## config.mk

```make
export PLATFORM = sky130hd
export DESIGN_NAME = mem_arbiter
export DESIGN_NICKNAME = d
export VERILOG_FILES = /design/src/rtl/mem_arbiter.sv
export SDC_FILE = /design/constraint.sdc
export NUM_CORES = 1
export LEC_CHECK = 0
export ABC_AREA = 1
export CORE_AREA = 2 2 74 76
export CTS_CLUSTER_SIZE = 16
export DETAILED_ROUTE_END_ITERATION = 10
export DIE_AREA = 0 0 76 78
export GPL_ROUTABILITY_DRIVEN = 0
export PLACE_DENSITY = 0.92
export SYNTH_ARGS = -nofsm -noshare
export SYNTH_HDL_FRONTEND = slang
export SYNTH_SLANG_ARGS = --single-unit
```

## constraint.sdc

```tcl
create_clock -name i_clk -period 2.14 [get_ports i_clk]
set_input_delay 0.321 -clock i_clk [delete_from_list [all_inputs] [get_ports i_clk]]
set_output_delay 0.321 -clock i_clk [all_outputs]
set_load 0.02 [all_outputs]
```

## src/rtl/mem_arbiter.sv

```systemverilog
// mem_arbiter
//
// Shares one single-port synchronous RAM between two bus masters.
// Port 0 is normally the processor and port 1 a loader/DMA engine.
// The arbiter grants at most one access per cycle. When both ports
// request, it uses round-robin priority. A port may hold a bounded
// lock for read-modify-write sequences. Read data comes back with the
// RAM's one-cycle latency.
//
// Ports
//   i_clk, i_rst            clock (rising edge), synchronous active-high reset
//   i_req0/1                access request, held by the master until granted
//   i_we0/1                 1 = write, 0 = read
//   i_lock0/1               keep ownership after this transfer
//   i_addr0/1, i_wdata0/1   access address / write data
//   o_gnt0/1                combinational grant; transfer happens at the edge with req & gnt
//   o_rvalid0/1, o_rdata0/1 read return, one cycle after a granted read
//   o_ram_addr/wdata/wren   RAM pins, driven by the granted port
//   i_ram_q                 RAM registered read data
//   o_locked                lock owner: 00 none, 01 port 0, 10 port 1
//
// state | meaning
// ------+-----------------------------------------------------------
// IDLE  | no lock; grants are decided by request and round-robin prio
// LOCK0 | port 0 owns the RAM; port 1 is held off until release
// LOCK1 | port 1 owns the RAM; port 0 is held off until release

module mem_arbiter #(
    parameter int DW       = 16,
    parameter int AW       = 16,
    parameter int LOCK_MAX = 16
) (
    input  logic          i_clk,
    input  logic          i_rst,
    input  logic          i_req0,
    input  logic          i_req1,
    input  logic          i_we0,
    input  logic          i_we1,
    input  logic          i_lock0,
    input  logic          i_lock1,
    input  logic [AW-1:0] i_addr0,
    input  logic [AW-1:0] i_addr1,
    input  logic [DW-1:0] i_wdata0,
    input  logic [DW-1:0] i_wdata1,
    output logic          o_gnt0,
    output logic          o_gnt1,
    output logic          o_rvalid0,
    output logic          o_rvalid1,
    output logic [DW-1:0] o_rdata0,
    output logic [DW-1:0] o_rdata1,
    output logic [AW-1:0] o_ram_addr,
    output logic [DW-1:0] o_ram_wdata,
    output logic          o_ram_wren,
    input  logic [DW-1:0] i_ram_q,
    output logic [1:0]    o_locked
);

    localparam int CW = $clog2(LOCK_MAX + 1);
    localparam logic [CW-1:0] LCNT_MAX = CW'(LOCK_MAX);
    localparam logic [CW-1:0] LCNT_ONE = CW'(1);

    typedef enum logic [1:0] {
        ST_IDLE  = 2'd0,
        ST_LOCK0 = 2'd1,
        ST_LOCK1 = 2'd2
    } state_t;

    state_t        r_state;
    state_t        w_state_nxt;
    logic          r_prio;       // favoured port on conflict
    logic          w_prio_nxt;
    logic [CW-1:0] r_lcnt;
    logic [CW-1:0] w_lcnt_nxt;
    logic          r_rvalid0;
    logic          r_rvalid1;
    logic          w_gnt0;
    logic          w_gnt1;

    // Grants. Reset masks them, so nothing reaches the RAM during reset.
    always_comb begin
        w_gnt0 = 1'b0;
        w_gnt1 = 1'b0;
        if (!i_rst) begin
            case (r_state)
                ST_IDLE: begin
                    w_gnt0 = i_req0 & (~i_req1 | ~r_prio);
                    w_gnt1 = i_req1 & (~i_req0 |  r_prio);
                end
                ST_LOCK0: w_gnt0 = i_req0;
                ST_LOCK1: w_gnt1 = i_req1;
                default: begin
                    w_gnt0 = 1'b0;
                    w_gnt1 = 1'b0;
                end
            endcase
        end
    end

    // Next state, priority and lock age.
    always_comb begin
        w_state_nxt = r_state;
        w_prio_nxt  = r_prio;
        w_lcnt_nxt  = r_lcnt;
        case (r_state)
            ST_IDLE: begin
                if (w_gnt0) begin
                    w_prio_nxt = 1'b1;
                    if (i_lock0) begin
                        w_state_nxt = ST_LOCK0;
                        w_lcnt_nxt  = LCNT_ONE;
                    end
                end else if (w_gnt1) begin
                    w_prio_nxt = 1'b0;
                    if (i_lock1) begin
                        w_state_nxt = ST_LOCK1;
                        w_lcnt_nxt  = LCNT_ONE;
                    end
                end
            end
            ST_LOCK0: begin
                // Release on lock drop or when the hold limit is reached;
                // the counter keeps ageing even if port 0 stops requesting.
                if (!i_lock0 || r_lcnt == LCNT_MAX) begin
                    w_state_nxt = ST_IDLE;
                    w_prio_nxt  = 1'b1;
                    w_lcnt_nxt  = '0;
                end else begin
                    w_lcnt_nxt = r_lcnt + LCNT_ONE;
                end
            end
            ST_LOCK1: begin
                if (!i_lock1 || r_lcnt == LCNT_MAX) begin
                    w_state_nxt = ST_IDLE;
                    w_prio_nxt  = 1'b0;
                    w_lcnt_nxt  = '0;
                end else begin
                    w_lcnt_nxt = r_lcnt + LCNT_ONE;
                end
            end
            default: begin
                w_state_nxt = ST_IDLE;
                w_lcnt_nxt  = '0;
            end
        endcase
    end

    always_ff @(posedge i_clk) begin
        if (i_rst) begin
            r_state   <= ST_IDLE;
            r_prio    <= 1'b0;
            r_lcnt    <= '0;
            r_rvalid0 <= 1'b0;
            r_rvalid1 <= 1'b0;
        end else begin
            r_state   <= w_state_nxt;
            r_prio    <= w_prio_nxt;
            r_lcnt    <= w_lcnt_nxt;
            r_rvalid0 <= w_gnt0 & ~i_we0;
            r_rvalid1 <= w_gnt1 & ~i_we1;
        end
    end

    // RAM pin mux: the granted port drives the pins; otherwise all zero.
    always_comb begin
        o_ram_addr  = '0;
        o_ram_wdata = '0;
        o_ram_wren  = 1'b0;
        if (w_gnt0) begin
            o_ram_addr  = i_addr0;
            o_ram_wdata = i_wdata0;
            o_ram_wren  = i_we0;
        end else if (w_gnt1) begin
            o_ram_addr  = i_addr1;
            o_ram_wdata = i_wdata1;
            o_ram_wren  = i_we1;
        end
    end

    assign o_gnt0    = w_gnt0;
    assign o_gnt1    = w_gnt1;
    assign o_rvalid0 = r_rvalid0;
    assign o_rvalid1 = r_rvalid1;
    assign o_rdata0  = i_ram_q;
    assign o_rdata1  = i_ram_q;
    assign o_locked  = {r_state == ST_LOCK1, r_state == ST_LOCK0};

endmodule

```

-- Yosys cells after proc, flatten, opt, wreduce, memory -nomap -nowiden
Cells that the tools add are included.
- add/subtract/negate cells: 1
- eq/ne operators: 8
- multiplexer cells: 29
- bitwise operators: 11
- reductions and logical operators: 9
- operator list (operator ; count):
    $mux 16 ; 4
    $mux 5 ; 6
    $pmux 5 s3 ; 1
    $mux 2 ; 6
    $ne 3x3->1 const B ; 3
    $mux 1 ; 8
    $pmux 2 s3 ; 1
    $add 5x1->5 const B ; 1
    $eq 5x5->1 const B ; 1
    $not 1->1 ; 5
    $reduce_and 5->1 ; 1
    $and 1x1->1 ; 4
    $ne 2x1->1 const B ; 2
    $pmux 1 s2 ; 2
    $reduce_and 4->1 ; 1
    $pmux 1 s3 ; 1
    $reduce_and 3->1 ; 1
    $reduce_bool 3->1 ; 1
    $eq 2x1->1 const B ; 1
    $eq 2x2->1 const B ; 1
    $logic_not 1->1 ; 2
    $logic_not 2->1 ; 1
    $logic_or 1x1->1 ; 2
    $or 1x1->1 ; 2
- bits in registers: 10
- input bits: 88
- output and inout bits: 71
- word-level logic and storage cells: 63

-- Longest topological paths before layout
Gate-level depths: netlist of the first run.
- depth after elaboration: 8
- depth in mapped cells: 11
- mapped depth without buffers: 10

-- Worst setup path before layout of the first run
Ideal clock, no wire load.
- kind: register to output
- start: register r_state[1]
- end: output port o_ram_wren
- data arrival time: 1.616 ns
- data required time: 1.819 ns
- slack: 0.203 ns
- cell stages (with the launch flop): 9
- path buffers: 2
- path through: dfxtp_1 inv_1 ha_1 inv_1 nand2_2 nand2_2 buf_6 buf_4 a21oi_1
- elaborated cells on any way between the ends: 9
- classes of those cells: eq/ne: 2; mux: 6; reduce/logical: 1
- RTL lines (element ; RTL line ; text):
    start: declaration ; 68 ; state_t r_state;
    start signal: assignment ; 155 ; r_state <= w_state_nxt;
    $eq 2x1->1 ; n/a ;
    via o_locked[0] ; 55 ; output logic [1:0] o_locked
    $pmux 1 s2 ; 84 ; case (r_state)
    $mux 1 ; 83 ; if (!i_rst) begin
    $mux 1 ; 168 ; if (w_gnt0) begin
    end: declaration ; 53 ; output logic o_ram_wren,
The timed path passes the listed nets, and every way through them passes these cells.

-- Worst setup path after layout of the first run
- start: register r_state[0]
- end: output port o_ram_wdata[3]
- word-level cells in the longest chain between the ends: 5
- elaborated cells on any way between the ends: 9
- classes of those cells: eq/ne: 2; mux: 6; reduce/logical: 1
- RTL lines (element ; RTL line ; text):
    $eq 2x2->1 or $logic_not 2->1 (tied branches) ; 84 ;
    $pmux 1 s2 ; 84 ;
    $mux 1 ; 83 ;
    $mux 16 ; 172 ; end else if (w_gnt1) begin
    $mux 16 (*) ; 168 ;
    end: declaration ; 52 ; output logic [DW-1:0] o_ram_wdata,
Mark *: on every way between the ends. The rest lies on a longest branch, timed or not.

==> impl_metrics.env, run 1 <==
export IMPL_outcome="finished clean"
export IMPL_drt_wl_total_mm=5.19
export IMPL_clock_root_buffer="clkbuf_8"
export IMPL_place_inst=402
export IMPL_synth_area_mm2=0.00141
export IMPL_clockBufferDepth=2
export IMPL_vias_per_cell=4.52
export IMPL_drv_cap=0
export IMPL_power_density_mw_per_mm2=977
export IMPL_tritoncts="done"
export IMPL_clock_sinks=10
export IMPL_cts_buffers_inserted=3
export IMPL_dpl_worst_slack_ns=-0.360
export IMPL_ys_warn_count=0
export IMPL_finalCritPeriodShare_pct=96.6
export IMPL_multi_input_logic_area_um2=846
export IMPL_port_buffers=110
export IMPL_switching_share_pct=49.2
export IMPL_avg_cell_area_syn_um2=5.69
export IMPL_clock_tree_htree_level_count=1
export IMPL_register_area_um2=201
export IMPL_finish_cell_count_without_fillers=407
export IMPL_power_switching_w=0.00119
export IMPL_worst_reg2reg_path_depth=9
export IMPL_critPathKind="reg2out"
export IMPL_slack_of_the_worst_reg_to_reg_path_ns=0.43
export IMPL_unrepaired_setup_endpoints_after_global_routing="yes"
export IMPL_setup_worst_path_end="o_ram_wdata[3]"
export IMPL_minimum_period_implied_by_the_final_worst_setup_slack_ns=2.07
export IMPL_crit_reg2reg_capture="r_lcnt[1]"
export IMPL_synth_top_family_by_area="simple AND/OR/NAND/NOR gates"
export IMPL_tritonroute_pass_1_iters=5
export IMPL_critical_path_reg2reg_startpoint="r_state[0]"
export IMPL_clock_skew_ns=0.00257
export IMPL_via_count_of_the_first_global_routing_pass=1800
export IMPL_mappedNetlistNets=342
export IMPL_fraction_of_the_mapped_netlist_area_in_simple_logic_gates_pct=48.4
export IMPL_fraction_of_final_layout_cells_with_drive_strength_greater_than_1_pct=21.4
export IMPL_p_int_w=0.00123
export IMPL_grt_first_pass_wirelength_mm=8.21
export IMPL_setup_worst_path_start_class="register"
export IMPL_dieArea_mm2=0.00593
export IMPL_post_cts_repair_setup_buffers=0
export IMPL_finalPower_w=0.00242
export IMPL_grt_usage_pct=17.0
export IMPL_crit_fanout=24
export IMPL_yosys_mux_area_fraction_pct=0
export IMPL_drv_slew=0
export IMPL_core_region_area_mm2=0.00504
export IMPL_wl_cell_um=12.8
export IMPL_data_arrival_critical_path_ns=1.75
export IMPL_hold_path_class="reg2reg"
export IMPL_antenna_diode_count=0
export IMPL_placed_area_mm2=0.00246
export IMPL_start_util_pct=27.9
export IMPL_finalNetCount=433
export IMPL_route_antenna_remaining_nets=0
export IMPL_residual_drc=0
export IMPL_synth_xor_area_share_pct=0
export IMPL_globalRouteOverflowTotal=0
export IMPL_holdCritStartpoint="r_lcnt[1]"
export IMPL_number_of_top_level_pins=159
export IMPL_grt_max_degree=25
export IMPL_final_ws_setup_ns=0.0721
export IMPL_fmax_ghz=0.484
export IMPL_hold_viol_final=0
export IMPL_detail_route_iter0_violations=75
export IMPL_synth_top_cells_by_area="nand2_1 24%, buf_4 19%, dfxtp_1 14%"
export IMPL_place_detailed_hpwl_mm=4.05
export IMPL_power_frac_seq_pct=11.3
export IMPL_cp_required_ns=1.82
export IMPL_p_leak_nw=1.27
export IMPL_yosys_area_share_adder_pct=6.23
export IMPL_finish_instance_area_mm2=0.00248
export IMPL_ys_seq_area_share_pct=14.2
export IMPL_yosys_register_bits=10
export IMPL_die_width_um=76
export IMPL_synth_cell_type_count=21
export IMPL_synth_compound_area_share_pct=3.65
export IMPL_power_frac_clock_pct=10.1
export IMPL_vias=1839
export IMPL_startpoint_of_the_worst_setup_timing_path="r_state[0]"
export IMPL_die_h_um=78
export IMPL_syn_to_final_growth_pct=76.4
export IMPL_transition_time_at_the_pin_with_the_least_slew_margin_ns=0.337
export IMPL_fillers=509
export IMPL_cts_hold_repair_buffers=0
export IMPL_grt_antenna_before_repair=0
export IMPL_fin_worst_hold_slack_ns=0.507
export IMPL_cts_clk_slew_worst_paths_ns=0.05
export IMPL_synth_top_area_share_pct=23.8
export IMPL_insertion_delay_ns=0.24
export IMPL_synth_largest_area_cell="nand2_1"
export IMPL_syn_instance_count=247
export IMPL_ir_drop_mv=0.605
export IMPL_slew_headroom_pct=77.3
export IMPL_critical_path_end_type="output port"
export IMPL_comb_power_share_pct=78.6
export IMPL_finish_stage_setup_viols=0
export IMPL_num_rows=26
## power groups by stage
stage / Sequential [W] / Clock [W] / Combinational (W)
after floorplan: 0.000271 / 0 / 0.00115
after global placement: 0.000265 / 0 / 0.00189
after detailed placement: 0.000269 / 0 / 0.00192
after CTS: 0.000268 / 0.000251 / 0.00185
after global routing: 0.000280 / 0.000261 / 0.00210
final: 0.000273 / 0.000245 / 0.00190
## Yosys cell counts
cell	count
nand2_1	89
dfxtp_1	10
buf_4	36
nand4_1	2
buf_2	5
nor3_1	2
nor2_2	1
nand2_4	1
a21oi_1	5
buf_6	1
nand2_2	2
nand3_1	38
clkinv_1	1
o22ai_1	1
o21ai_0	2
inv_1	20
nand3_2	2
ha_1	7
o21ai_1	2
nand4_2	1
nor2_1	19
## sequential cells by signal, indices dropped and copies added, names as in the netlist
name,flops
o_rvalid0,1
o_rvalid1,1
r_lcnt,5
r_prio,1
r_state,2
## metrics by stage
step | utilization (%) | setup TNS, ns
2_1_floorplan | - | 0
3_3_place_gp | 48.9 | -10.51
3_5_place_dp | 48.9 | -10.84
4_1_cts | 49.3 | 0
5_1_grt | 49.2 | -0.112
6_report | 49.2 | 0
## repair_timing
| action | 4_1_cts | 5_1_grt |
|---|---|---|
| cloned | 0 | 1 |
| setup endpoints to repair | 35 | 33 |
| pin swaps | 0 | 1 |
| resized for setup | 113 | 32 |
## layout by cell type, fill, tap and decap left out, types with 2 or more instances in the layout
cell type        count
buf_4               14
nor2_2               3
buf_12               5
clkbuf_2             6
dlygate4sd2_1        2
a21oi_1              4
o21ai_1              2
nand2_1             89
nand2_4              2
nor3_1               2
o21ai_0              2
inv_1               16
nor2_1              17
nand4_1              2
clkdlybuf4s15_2      6
inv_2                2
buf_2               17
inv_4                2
ha_1                 6
nand3_1             38
nand3_2              2
dfxtp_1              9
buf_6                2
clkbuf_8             4
clkdlybuf4s50_1     75
## area by class of cell
type                    count  area share [%]
multi-input cells         174            34.1
clock buffers               4            2.22
flip-flops and latches     10            8.13
inverters                  21            3.43
well taps                  70            3.53
repair buffers            128            48.6
## per-layer routing
metal / global-route usage (%) / vias to the layer above / part of all wire, %
li1: - / 921 / -
met1: 18.3 / 800 / 39
met5: 0 / - / 0
met4: 8.55 / 0 / 3.0
met3: 3.84 / 15 / 8.6
met2: 31.2 / 103 / 49
## cell families (layout without fill, tap and decap cells)
| family | Yosys count | after routing |
|---|---|---|
| compound gates | 10 | 10 |
| flops | 10 | 10 |
| fa+ha+maj | 7 | 7 |
| simple gates | 157 | 157 |
| buf+inv | 63 | 153 |
## how the worst min path moves through the flow
stage | to | cells past startpoint
4_1_cts | r_lcnt[1] | 2
3_5_place_dp | r_lcnt[1] | 2
6_report | r_lcnt[1] | 2
3_3_place_gp | r_lcnt[1] | 2
5_1_grt | r_lcnt[1] | 2
2_1_floorplan | r_lcnt[1] | 1
## critical path: stages (launching register included)
cell and delay (ns):
dfxtp_2 0.33, buf_4 0.13, ha_1 0.21, inv_2 0.07, nand2_2 0.07, nand2_4 0.10, buf_12 0.16, nand3_1 0.09
nand2_1 0.07, clkdlybuf4s15_2 0.25
Power figures use the tool's default switching activity.
==> run 2: changes to the inputs <==
CORE_AREA = 2 2 83 69   (was 2 2 74 76)
DIE_AREA = 0 0 85 71   (was 0 0 76 78)
PLACE_DENSITY = 0.91   (was 0.92)
==> impl_metrics.env, run 2 (synthesis gave the netlist of run 1 again) <==
export IMPL_global_route_usage_met2_pct=29.4
export IMPL_clock_root_buffer="clkbuf_8"
export IMPL_cts_clk_slew_worst_paths_ns=0.05
export IMPL_finish_instance_area_mm2=0.00239
export IMPL_holdCritStartpoint="r_lcnt[1]"
export IMPL_clock_skew_ns=0.000576
export IMPL_slew_headroom_pct=82.0
export IMPL_drt_wl_total_mm=5.40
export IMPL_antenna_diode_count=0
export IMPL_fin_tns_setup_ns=0
export IMPL_die_width_um=85
export IMPL_cts_hold_repair_buffers=0
export IMPL_met3_usage_pct=5.13
export IMPL_finish_stage_setup_viols=0
export IMPL_finalNetCount=432
export IMPL_hold_critical_path_depth=2
export IMPL_placed_area_mm2=0.00243
export IMPL_crit_fanout=17
export IMPL_worst_reg2reg_path_depth=12
export IMPL_transition_time_at_the_pin_with_the_least_slew_margin_ns=0.268
export IMPL_die_h_um=71
export IMPL_most_heavily_used_metal_layer_in_global_routing="met2"
export IMPL_finish_cell_count_without_fillers=401
export IMPL_vias_per_cell=4.50
export IMPL_clockBufferDepth=2
export IMPL_ir_drop_mv=0.490
export IMPL_place_inst=396
export IMPL_setup_worst_path_start_class="input port"
export IMPL_grt_antenna_before_repair=0
export IMPL_grt_first_pass_wirelength_mm=8.21
export IMPL_fraction_of_final_layout_cells_with_drive_strength_greater_than_1_pct=20.5
export IMPL_drv_slew=0
export IMPL_via_count_of_the_first_global_routing_pass=1741
export IMPL_critical_path_end_type="output port"
export IMPL_clock_sinks=10
export IMPL_layout_cells_most_common="nand2_1"
export IMPL_unrepaired_setup_endpoints_after_global_routing="no"
export IMPL_place_detailed_hpwl_mm=4.26
export IMPL_globalRouteOverflowTotal=0
export IMPL_wl_cell_um=13.5
export IMPL_crit_reg2reg_capture="r_lcnt[2]"
export IMPL_finalPower_w=0.00235
export IMPL_flip_flop_count_of_the_largest_register_all_copies_and_words_added=5
export IMPL_grt_usage_pct=16.5
export IMPL_largest_registers="r_lcnt x5, r_state x2"
export IMPL_holdPathEnd="r_lcnt[1]"
export IMPL_cts_buffers_inserted=3
export IMPL_number_of_top_level_pins=159
export IMPL_dieArea_mm2=0.00604
export IMPL_data_arrival_critical_path_ns=1.72
export IMPL_p_leak_nw=1.24
export IMPL_minimum_period_implied_by_the_final_worst_setup_slack_ns=2.05
export IMPL_insertion_delay_ns=0.24
export IMPL_tritoncts="done"
export IMPL_most_common_layout_cells="88 x nand2_1, 75 x clkdlybuf4s50_1, 38 x nand3_1"
export IMPL_cp_required_ns=1.82
export IMPL_critical_path_reg2reg_startpoint="r_state[0]"
export IMPL_fillers=557
export IMPL_grt_util_met1_pct=19.4
export IMPL_residual_drc=0
export IMPL_hold_viol_final=0
export IMPL_core_region_area_mm2=0.00526
export IMPL_tritonroute_pass_1_iters=4
export IMPL_outcome="finished clean"
export IMPL_hold_path_class="reg2reg"
export IMPL_slack_of_the_worst_reg_to_reg_path_ns=0.37
export IMPL_register_ranked_first_by_flip_flop_count="r_lcnt"
export IMPL_power_density_mw_per_mm2=983
export IMPL_critPathKind="in2out"
export IMPL_vias=1803
export IMPL_grt_max_degree=25
export IMPL_start_util_pct=26.7
export IMPL_fin_util_pct=45.5
export IMPL_drv_cap=0
export IMPL_syn_to_final_growth_pct=70.1
export IMPL_detail_route_iter0_violations=29
export IMPL_finalCritPeriodShare_pct=95.6
export IMPL_route_antenna_remaining_nets=0
export IMPL_fmax_ghz=0.489
export IMPL_port_buffers=110
export IMPL_clock_tree_htree_level_count=1
export IMPL_num_rows=24
run 2: routing by layer:
metal	share of wire [%]	wire length, µm
met4	1.1	61
met1	40	2180
met3	9.1	490
met5	0	0
met2	50	2670
run 2: where the power goes:
part | switching (W) | internal, W | total (W)
Clock | 0.0000801 | 0.000162 | 0.000242
Combinational | 0.00106 | 0.000778 | 0.00184
Sequential | 0.0000314 | 0.000239 | 0.000270
Total | 0.00117 | 0.00118 | 0.00235
run 2: worst max-delay path, stage by stage:
cell and delay, ns:
clkdlybuf4s50_1 0.49, inv_1 0.04, nor2_1 0.14, nand2_2 0.11
inv_2 0.13, buf_12 0.16, nand2_1 0.07, nand2_1 0.08
buf_2 0.17
run 2: layout make-up:
cell class / count / area (µm²) / area share, %
clock buffer: 4 / 55.1 / 2.30
timing repair buffer: 127 / 1150 / 48.0
sequential: 10 / 201 / 8.43
tap: 65 / 81.3 / 3.40
multi-input combinational: 174 / 825 / 34.5
inverter: 21 / 80.1 / 3.35
run 2: worst max-delay path by stage:
stage,from,endpoint,slack [ns],depth (start not counted)
global route,r_state[0],o_ram_wdata[7],0.009,10
global placement,i_req1,o_ram_wdata[13],-0.32,9
floorplan,r_state[1],o_ram_wren,0.20,8
CTS,r_state[0],o_ram_addr[9],0.001,10
detailed placement,i_req0,o_ram_addr[11],-0.33,9
finish,i_req0,o_ram_addr[11],0.09,9
run 2: per-stage QoR:
step / setup WS (ns) / hold WS (ns)
after floorplan: 0.203 / 0.390
after global placement: -0.318 / 0.472
after detailed placement: -0.327 / 0.479
after CTS: 0.00131 / 0.486
after global routing: 0.00898 / 0.518
final: 0.0944 / 0.491
run 2: what timing repair did:
item / CTS / global route
cloned: 1 / 0
gates resized for setup: 111 / 38
setup endpoints to repair: 35 / 33
buffers inserted: 0 / 0
==> run 3: changes to the inputs <==
ABC_CLOCK_PERIOD_IN_PS = 2140   (was default)
==> results of run 3 <==
Final layout, timing and power as in run 2 (identical DEF).
